**config.mk**
```make
export PLATFORM = sky130hd
export DESIGN_NAME = ex_operand_stage
export DESIGN_NICKNAME = d
export VERILOG_FILES = /design/src/rtl/rv_pkg.sv /design/src/rtl/alu_ctrl_decode.sv /design/src/rtl/ex_operand_stage.sv
export SDC_FILE = /design/constraint.sdc
export NUM_CORES = 1
export LEC_CHECK = 0
export BUFFER_PORTS_ARGS = -buffer_cell sky130_fd_sc_hd__buf_2
export CORE_MARGIN = 2
export CORE_UTILIZATION = 45
export DETAILED_ROUTE_END_ITERATION = 12
export PLACE_DENSITY = 0.76
export SYNTH_ARGS = -nofsm -noshare
export SYNTH_HDL_FRONTEND = slang
export SYNTH_SLANG_ARGS = --single-unit
export TNS_END_PERCENT = 100
```
**constraint.sdc**
```tcl
create_clock -name clk -period 6.2 [get_ports clk]
set_input_delay 0.93 -clock clk [delete_from_list [all_inputs] [get_ports clk]]
set_output_delay 0.93 -clock clk [all_outputs]
set_load 0.1 [all_outputs]
```
**src/rtl/rv_pkg.sv**
```systemverilog
// Shared RV32 decode constants for the ID/EX operand stage and its ALU control decoder.
// Latency: n/a. This file holds constants only.
// Backpressure: n/a.
// Contents: XLEN and REGA defaults, major opcodes, funct3 selectors and 4-bit ALU operation codes.
package rv_pkg;

    localparam int XLEN = 32;
    localparam int REGA = 5;

    // Major opcodes (instr[6:0]) handled by the stage
    localparam logic [6:0] OP_R     = 7'b0110011;
    localparam logic [6:0] OP_IMM   = 7'b0010011;
    localparam logic [6:0] OP_LUI   = 7'b0110111;
    localparam logic [6:0] OP_LOAD  = 7'b0000011;
    localparam logic [6:0] OP_STORE = 7'b0100011;

    // funct3 selectors for the supported ALU operations
    localparam logic [2:0] F3_ADD = 3'b000;
    localparam logic [2:0] F3_XOR = 3'b100;

    // ALU operation codes presented on alu_control
    localparam logic [3:0] ALU_ADD   = 4'b0000;
    localparam logic [3:0] ALU_SUB   = 4'b0001;
    localparam logic [3:0] ALU_XOR   = 4'b0010;
    localparam logic [3:0] ALU_PASSB = 4'b0011;
    localparam logic [3:0] ALU_NOP   = 4'b1111;

endpackage

```
**src/rtl/alu_ctrl_decode.sv**
```systemverilog
// Maps opcode/funct3/funct7b5 onto the ALU op, operand-source selects and MEM/WB enables.
// Latency: purely combinational (0 cycles).
// Backpressure: none; output follows input.
// Ports: opcode/funct3/funct7b5 in; alu_control, use_imm, use_rs1, use_rs2,
//        reg_write, mem_read, mem_write and illegal out.
module alu_ctrl_decode (
    input  logic [6:0] opcode,
    input  logic [2:0] funct3,
    input  logic       funct7b5,
    output logic [3:0] alu_control,
    output logic       use_imm,
    output logic       use_rs1,
    output logic       use_rs2,
    output logic       reg_write,
    output logic       mem_read,
    output logic       mem_write,
    output logic       illegal
);
    import rv_pkg::*;

    always_comb begin
        // Anything not matched below is reported illegal with every enable off
        alu_control = ALU_NOP;
        use_imm     = 1'b0;
        use_rs1     = 1'b0;
        use_rs2     = 1'b0;
        reg_write   = 1'b0;
        mem_read    = 1'b0;
        mem_write   = 1'b0;
        illegal     = 1'b1;

        case (opcode)
            OP_R: begin
                if (funct3 == F3_ADD || funct3 == F3_XOR) begin
                    // funct7b5 selects sub only for the add/sub funct3
                    if (funct3 == F3_XOR) begin
                        alu_control = ALU_XOR;
                    end else begin
                        alu_control = funct7b5 ? ALU_SUB : ALU_ADD;
                    end
                    use_rs1   = 1'b1;
                    use_rs2   = 1'b1;
                    reg_write = 1'b1;
                    illegal   = 1'b0;
                end
            end
            OP_IMM: begin
                if (funct3 == F3_ADD || funct3 == F3_XOR) begin
                    alu_control = (funct3 == F3_XOR) ? ALU_XOR : ALU_ADD;
                    use_imm     = 1'b1;
                    use_rs1     = 1'b1;
                    reg_write   = 1'b1;
                    illegal     = 1'b0;
                end
            end
            OP_LUI: begin
                alu_control = ALU_PASSB;
                use_imm     = 1'b1;
                reg_write   = 1'b1;
                illegal     = 1'b0;
            end
            OP_LOAD: begin
                alu_control = ALU_ADD;
                use_imm     = 1'b1;
                use_rs1     = 1'b1;
                reg_write   = 1'b1;
                mem_read    = 1'b1;
                illegal     = 1'b0;
            end
            OP_STORE: begin
                // rs2 is not an ALU operand here, but it is read as store data
                alu_control = ALU_ADD;
                use_imm     = 1'b1;
                use_rs1     = 1'b1;
                use_rs2     = 1'b1;
                mem_write   = 1'b1;
                illegal     = 1'b0;
            end
            default: begin
            end
        endcase
    end

endmodule

```
**src/rtl/ex_operand_stage.sv**
```systemverilog
// ID/EX register feeding the ALU: decode, EX/MEM and WB forwarding, load-use bubble.
// Latency: 1 cycle from accept to out_valid; with out_ready held high it sustains full throughput.
// Backpressure: in_ready = (empty or draining) and no load-use hazard. flush forces in_ready high and kills the entry.
// Ports: clk/rst (sync, active-high), flush; in_* decoded instruction with valid/ready;
//        exm_* and wb_* forwarding sources; out_valid/out_ready with alu_a, alu_b,
//        alu_control, out_rd, MEM/WB enables, out_store_data and out_illegal.
module ex_operand_stage #(
    parameter int XLEN = rv_pkg::XLEN,
    parameter int REGA = rv_pkg::REGA
) (
    input  logic            clk,
    input  logic            rst,
    input  logic            flush,
    input  logic            in_valid,
    output logic            in_ready,
    input  logic [6:0]      in_opcode,
    input  logic [2:0]      in_funct3,
    input  logic            in_funct7b5,
    input  logic [REGA-1:0] in_rs1_addr,
    input  logic [REGA-1:0] in_rs2_addr,
    input  logic [REGA-1:0] in_rd_addr,
    input  logic [XLEN-1:0] in_rs1_data,
    input  logic [XLEN-1:0] in_rs2_data,
    input  logic [XLEN-1:0] in_imm,
    input  logic            exm_wr_en,
    input  logic [REGA-1:0] exm_rd,
    input  logic [XLEN-1:0] exm_result,
    input  logic            wb_wr_en,
    input  logic [REGA-1:0] wb_rd,
    input  logic [XLEN-1:0] wb_data,
    output logic            out_valid,
    input  logic            out_ready,
    output logic [XLEN-1:0] alu_a,
    output logic [XLEN-1:0] alu_b,
    output logic [3:0]      alu_control,
    output logic [REGA-1:0] out_rd,
    output logic            out_reg_write,
    output logic            out_mem_read,
    output logic            out_mem_write,
    output logic [XLEN-1:0] out_store_data,
    output logic            out_illegal
);
    import rv_pkg::*;

    // One held instruction, kept in decoded form
    typedef struct packed {
        logic [3:0]      alu_control;
        logic            use_imm;
        logic            zero_a;
        logic            reg_write;
        logic            mem_read;
        logic            mem_write;
        logic            illegal;
        logic [REGA-1:0] rs1_addr;
        logic [REGA-1:0] rs2_addr;
        logic [REGA-1:0] rd;
        logic [XLEN-1:0] rs1_data;
        logic [XLEN-1:0] rs2_data;
        logic [XLEN-1:0] imm;
    } entry_t;

    entry_t          ent;
    entry_t          incoming;
    logic            occupied;
    logic            load_use;
    logic            accept;
    logic            drain;
    logic [XLEN-1:0] fwd_rs1;
    logic [XLEN-1:0] fwd_rs2;

    logic [3:0]      dec_alu_control;
    logic            dec_use_imm;
    logic            dec_use_rs1;
    logic            dec_use_rs2;
    logic            dec_reg_write;
    logic            dec_mem_read;
    logic            dec_mem_write;
    logic            dec_illegal;

    // Decode the incoming instruction. Its source-use flags drive the hazard
    // check, and the remaining fields are captured into the entry.
    alu_ctrl_decode u_dec (
        .opcode      (in_opcode),
        .funct3      (in_funct3),
        .funct7b5    (in_funct7b5),
        .alu_control (dec_alu_control),
        .use_imm     (dec_use_imm),
        .use_rs1     (dec_use_rs1),
        .use_rs2     (dec_use_rs2),
        .reg_write   (dec_reg_write),
        .mem_read    (dec_mem_read),
        .mem_write   (dec_mem_write),
        .illegal     (dec_illegal)
    );

    // EX/MEM beats WB because it is the younger producer. x0 is never forwarded.
    function automatic logic [XLEN-1:0] fwd_operand(
        input logic [REGA-1:0] src,
        input logic [XLEN-1:0] stored,
        input logic            ex_we,
        input logic [REGA-1:0] ex_dst,
        input logic [XLEN-1:0] ex_val,
        input logic            w_we,
        input logic [REGA-1:0] w_dst,
        input logic [XLEN-1:0] w_val
    );
        logic [XLEN-1:0] v;
        v = stored;
        if (src != '0) begin
            if (ex_we && ex_dst == src) begin
                v = ex_val;
            end else if (w_we && w_dst == src) begin
                v = w_val;
            end
        end
        return v;
    endfunction

    always_comb begin
        fwd_rs1 = fwd_operand(ent.rs1_addr, ent.rs1_data, exm_wr_en, exm_rd, exm_result,
                              wb_wr_en, wb_rd, wb_data);
        fwd_rs2 = fwd_operand(ent.rs2_addr, ent.rs2_data, exm_wr_en, exm_rd, exm_result,
                              wb_wr_en, wb_rd, wb_data);
    end

    // A held load cannot forward its data yet, so a dependent instruction
    // waits. Once the load leaves, the stage sits empty for one cycle.
    assign load_use = occupied && ent.mem_read && (ent.rd != '0) && in_valid &&
                      ((dec_use_rs1 && in_rs1_addr == ent.rd) ||
                       (dec_use_rs2 && in_rs2_addr == ent.rd));

    // During flush, ready is forced high so upstream drops its instruction.
    assign in_ready = flush || ((!occupied || out_ready) && !load_use);
    assign accept   = in_valid && in_ready && !flush;
    assign drain    = occupied && out_ready;

    always_comb begin
        incoming             = '0;
        incoming.alu_control = dec_alu_control;
        incoming.use_imm     = dec_use_imm;
        incoming.zero_a      = (in_opcode == OP_LUI);
        incoming.reg_write   = dec_reg_write && (in_rd_addr != '0);
        incoming.mem_read    = dec_mem_read;
        incoming.mem_write   = dec_mem_write;
        incoming.illegal     = dec_illegal;
        incoming.rs1_addr    = in_rs1_addr;
        incoming.rs2_addr    = in_rs2_addr;
        incoming.rd          = in_rd_addr;
        incoming.rs1_data    = in_rs1_data;
        incoming.rs2_data    = in_rs2_data;
        incoming.imm         = in_imm;
    end

    always_ff @(posedge clk) begin
        if (rst || flush) begin
            occupied <= 1'b0;
            ent      <= '0;
        end else if (accept) begin
            occupied <= 1'b1;
            ent      <= incoming;
        end else if (drain) begin
            occupied <= 1'b0;
            ent      <= '0;
        end else if (occupied) begin
            // Stalled: latch the forwarded values now, so a producer that
            // retires during the stall is not lost.
            ent.rs1_data <= fwd_rs1;
            ent.rs2_data <= fwd_rs2;
        end
    end

    assign out_valid = occupied;

    // Every output is held at zero while the stage is empty.
    always_comb begin
        alu_a          = '0;
        alu_b          = '0;
        alu_control    = '0;
        out_rd         = '0;
        out_reg_write  = 1'b0;
        out_mem_read   = 1'b0;
        out_mem_write  = 1'b0;
        out_store_data = '0;
        out_illegal    = 1'b0;
        if (occupied) begin
            alu_a          = ent.zero_a ? '0 : fwd_rs1;
            alu_b          = ent.use_imm ? ent.imm : fwd_rs2;
            alu_control    = ent.alu_control;
            out_rd         = ent.rd;
            out_reg_write  = ent.reg_write;
            out_mem_read   = ent.mem_read;
            out_mem_write  = ent.mem_write;
            out_store_data = fwd_rs2;
            out_illegal    = ent.illegal;
        end
    end

endmodule

```
* Yosys cells after proc, flatten, opt, wreduce, memory -nomap -nowiden
Cells that the tools add are included.
** Word-level totals
- Flip-flop bits (word level) :: 122
- Output and inout port bits :: 111
** Cells by class
- Equality and inequality tests :: 12
- Multiplexer cells :: 39
- Reduce and logical (&&, ||, !) cells :: 34
** Operators by type and width (number)
- $mux W32 :: 12
- $mux W64 :: 2
- $mux W121 :: 1
- $eq A5 B5 Y1 :: 6
- $mux W25 :: 1
- $eq A7 B6 Y1 const B :: 3
- $reduce_bool A5 Y1 :: 4
- $mux W4 :: 4
- $pmux W4 S4 :: 1
- $logic_and A1 B1 Y1 :: 15
- $mux W1 :: 11
- $pmux W1 S2 :: 5
- $eq A7 B2 Y1 const B :: 1
- $eq A7 B5 Y1 const B :: 1
- $reduce_or A2 Y1 :: 3
- $logic_or A1 B1 Y1 :: 5
- $mux W5 :: 1
- $eq A3 B3 Y1 const B :: 1
- $logic_not A1 Y1 :: 3
- $logic_not A3 Y1 :: 1
- $reduce_bool A3 Y1 :: 1
- $reduce_or A3 Y1 :: 1
- $mux W2 :: 1
- $reduce_bool A2 Y1 :: 1

* Logic depth before layout (Yosys ltp)
- Word-level depth :: 13
- Mapped depth :: 9
- Gate-level depth less buffers :: 6

* By module
Synthesis repeated with hierarchy kept, for this count alone.
** Second synthesis, totals
- Cells, all modules :: 1053
- Area, all modules :: 8264.2 um^2
** By module, submodules not included
- ex_operand_stage :: instances 1, cells each 1031, area an instance 8095.3 um^2, sequential area each 2442.3 um^2
- alu_ctrl_decode :: instances 1, cells each 22, area an instance 168.9 um^2, sequential area each 0.0 um^2

* Least setup slack after synthesis
OpenSTA, ideal clock, no wires.
- Path type :: input to output
- Start point :: input exm_rd[0]
- End point :: output alu_a[30]
- Arrival time :: 3.399 ns
- Setup slack :: 1.871 ns
- Cell stages on the path :: 8
- Path buffers :: 2
- Path through :: xnor2_1 nand4_1 or2_1 clkbuf_1 a21oi_2 buf_2 o22ai_1 nor2_1
** On the way
- Longest elaborated chain between the ends :: 6
** Ends and longest elaborated chain
- start: declaration :: RTL line ex_operand_stage.sv:26 : input logic [REGA-1:0] exm_rd,
- $eq A5 B5 Y1 :: RTL line ex_operand_stage.sv:110 : if (ex_we && ex_dst == src) begin
- $logic_and A1 B1 Y1 :: RTL line ex_operand_stage.sv:110
- $mux W32 :: RTL line ex_operand_stage.sv:110
- $mux W32 :: RTL line ex_operand_stage.sv:109 : if (src != '0) begin
- $mux W32 :: RTL line ex_operand_stage.sv:186 : alu_a = ent.zero_a ? '0 : fwd_rs1;
- $mux W32 :: RTL line ex_operand_stage.sv:185 : if (occupied) begin
- end: declaration :: RTL line ex_operand_stage.sv:33 : output logic [XLEN-1:0] alu_a,
No other way between the ends.

* Worst setup path in the final report
- Start point :: input wb_rd[0]
- End point :: output alu_b[13]
** On the way
- Longest elaborated chain between the ends :: 7
** Ends and longest elaborated chain
- start: declaration :: RTL line ex_operand_stage.sv:29 : input logic [REGA-1:0] wb_rd,
- $eq A5 B5 Y1 :: RTL line ex_operand_stage.sv:112 : end else if (w_we && w_dst == src) begin
- $logic_and A1 B1 Y1 :: RTL line ex_operand_stage.sv:112
- $mux W32 :: RTL line ex_operand_stage.sv:112
- $mux W32 :: RTL line ex_operand_stage.sv:110
- $mux W32 :: RTL line ex_operand_stage.sv:109
- $mux W32 :: RTL line ex_operand_stage.sv:187 : alu_b = ent.use_imm ? ent.imm : fwd_rs2;
- $mux W32 :: RTL line ex_operand_stage.sv:185
- end: declaration :: RTL line ex_operand_stage.sv:34 : output logic [XLEN-1:0] alu_b,
No other way between the ends.

==> results by group <==
Route
  • Vias/cell: 6.19
  • Pre-Repair DR Iteration Count: 7
  • Antenna Nets Post-Route: 0
  • Vias: 8,998
  • Post-Route WL: 29,700 um
  • WL/cell: 20.4 um
  • DRC errors left: 0
  • DR iter-0 viols: 786

Yosys
  • Post-Synthesis Cell Area: 7520 um^2
  • Synth Warn #: 0
  • EDFF count, synth: 0
  • Async S/R FF share, synth: 0%
  • Most used DFF post-synth: dfxtp_1
  • Fraction of the yosys area taken by sequential cells: 32.2%
  • Syn_area_per_cell: 7.71 um^2
  • Post-Syn Instances: 976
  • Syn nets: 1,179
  • Synth cell types: 48
  • FF+latch count, synth: 121

Power
  • Leak Pwr: 4.36 nW
  • P per Cell Area: 213 nW/um^2
  • Worst VDD drop: 193 uV
  • PnR Total Power: 2.17 mW

Critical path
  • Crit path launch: wb_rd[0]
  • FF-to-FF End: ent[4]$_SDFFE_PP0P_
  • R2R Setup Slk: 3280 ps
  • R2r startpoint: out_valid$_SDFFE_PP0P_
  • Crit path max-delay family: buffers and inverters
  • Reg2reg path depth: 8
  • Crit start category: primary input
  • Critical Path Sink Type: primary output
  • Worst Path Arrival: 3690 ps
  • Critical path class: primary input to primary output
  • Critical path's largest stage delay: 480 ps
  • CP Cell Sequence: buf_2, xor2_1, nor4_2, a2bb2o_1, and2_1, buf_4, a2bb2oi_1, o21a_1, buf_2
  • CP Buf/Inv Count: 3
  • Worst Path Required: 5270 ps
  • CP max FO: 21
  • Slowest cell on crit path: and2_1
  • Critical Path Most Common Cell: buf_2

Layout
  • Final design instance area without fill: 10,200 um^2
  • Most frequent cells in the layout: 281 x buf_2, 120 x dfxtp_1, 84 x a31oi_1
  • Fin nets: 1,422
  • Post-route insts no fill: 1,454
  • Fin util: 61.8%
  • Layout cells sized above 1: 30.7%
  • Area Overhead vs Synth: 35.4%
  • Commonest non-fill, non-tap cell in the layout: buf_2

Clock network
  • Post-CTS Setup Repair Bufs: 0
  • Clock buffer depth: 2
  • Root Driver: clkbuf_16
  • # H-tree levels: 4
  • Clock slew at reported path FFs: 50 ps
  • Clock sink count: 121
  • Post-cts resize count: 0
  • CTS tree: built
  • Clock Latency Late Sink: 430 ps
  • Total CTS buffers: 17
  • Hold_buf cts: 0

STA
  • RSZ-0062 raised after global routing: no
  • Setup Skew: 18.7 ps
  • Final setup TNS: 0 ps
  • Worst slew margin: 17.1%
  • Max Fclk: 0.216 GHz
  • Final worst path period share: 74.6%
  • Number of setup violations in the final report: 0
  • Measured slew at the worst slew-check pin: 1240 ps
  • Slew Limit Fails: 0
  • Final hold violation count: 0
  • Fin crit period: 4620 ps

Global route
  • Total gr overflow: 0
  • First-pass GRT wire length: 45,500 um
  • Vias in the first global route: 8,519
  • Initial antenna violation count: 5
  • Largest net degree at the start of global routing: 66
  • Total track usage: 32.2%

Floorplanning
  • Die ar.: 17,800 um^2
  • Top Ports: 314
  • Row count: 47
  • Die width: 133 um
  • Total core area: 16,500 um^2
  • Die Y: 133 um
  • Initial Util: 45.7%

Worst hold path
  • Hold EP: ent[111]$_SDFFE_PP0P_
  • Hold crit path type: register to register
  • Worst Hold Depth: 1
  • Min-delay src: ent[111]$_SDFFE_PP0P_

Placement
  • HPWL Detailed: 20,900 um
  • Placed insts: 1,420
  • Routability cong.: 0.927
  • # port buffers: 313
  • Placed inst area: 9570 um^2

Run status
  • Status: finished clean

Run
  • Max cap viols: 0
[area by class of cell]
cell class	count	area, um^2
Antenna cell	2	5.00
Sequential cell	121	2420
Inverter	67	251
Timing Repair Buffer	332	2190
Clock buffer	18	439
Multi-Input combinational cell	680	4430
Clock inverter	14	174
Fill cell	1526	6280
Tap cell	220	275
[Yosys cell counts (2+ instances only)]
master     count  area (um^2)
and3_1        35          219
o21ai_0       67          335
clkbuf_1      84          315
or4_1          2         15.0
nand2_1        8         30.0
dfxtp_1      121         2420
xnor2_1       13          114
a21oi_1       41          205
and2_1        46          288
o21ai_1       32          160
nor4_2         2         25.0
a311oi_1       6         52.6
a22o_1        50          438
or2_1          2         12.5
nand3_1        3         15.0
a21o_1         3         22.5
o22ai_1       65          407
nand2b_1       2         12.5
buf_6          3         33.8
a21oi_2        3         26.3
buf_2         20          100
nor2_1        45          169
nor4_1         2         12.5
o21a_1        34          255
a31oi_1       84          526
nand4_1        3         18.8
xor2_1        17          149
inv_1         67          251
a32oi_1       32          280
nor3_1        36          180
a2bb2oi_1     31          272
[metal layers]
metal / GRT usage (%) / up-vias / part of all wire, %
li1: - / 4163 / -
met5: 0 / - / 0.044
met3: 7.27 / 97 / 8.7
met1: 40.5 / 4195 / 40
met4: 12.8 / 2 / 3.8
met2: 53.5 / 541 / 48
[registers in the layout, summed over array words and instances, names as in the netlist]
name,flops
ent,120
out_valid,1
[cell families after synthesis]
family,synth area share (%)
compound gates,41.3
simple gates,13.4
buf+inv,9.41
flops,32.2
xor+xnor,3.49
mux,0.133
[stage by stage]
| step | setup slack [ps] | hold slack, ps |
|---|---|---|
| 6_report | 1580 | 447 |
| 5_1_grt | 1370 | 465 |
| 4_1_cts | 1570 | 447 |
| 3_5_place_dp | 1560 | 435 |
| 3_3_place_gp | 1670 | 425 |
| 2_1_floorplan | 1870 | 412 |
[where the power goes]
| part | internal, mW | total [mW] | switching, mW |
|---|---|---|---|
| clock | 0.644 | 1.04 | 0.393 |
| combinational | 0.114 | 0.315 | 0.201 |
| sequential | 0.801 | 0.816 | 0.0155 |
[worst register-to-register path: cells and delay by family (launching register included)]
family          cells  cell delay [ps]
compound gates      2              400
buf+inv             3              680
flops               1              290
simple gates        3             1500
[how the worst max path moves through the flow]
stage	to	slack, ps	cells past startpoint
6_report	alu_b[13]	1580	9
5_1_grt	out_store_data[13]	1370	9
4_1_cts	out_store_data[13]	1570	9
3_5_place_dp	out_store_data[13]	1560	9
3_3_place_gp	out_store_data[13]	1670	9
2_1_floorplan	alu_a[30]	1870	8
No activity file was read; power rests on OpenSTA's default activity.
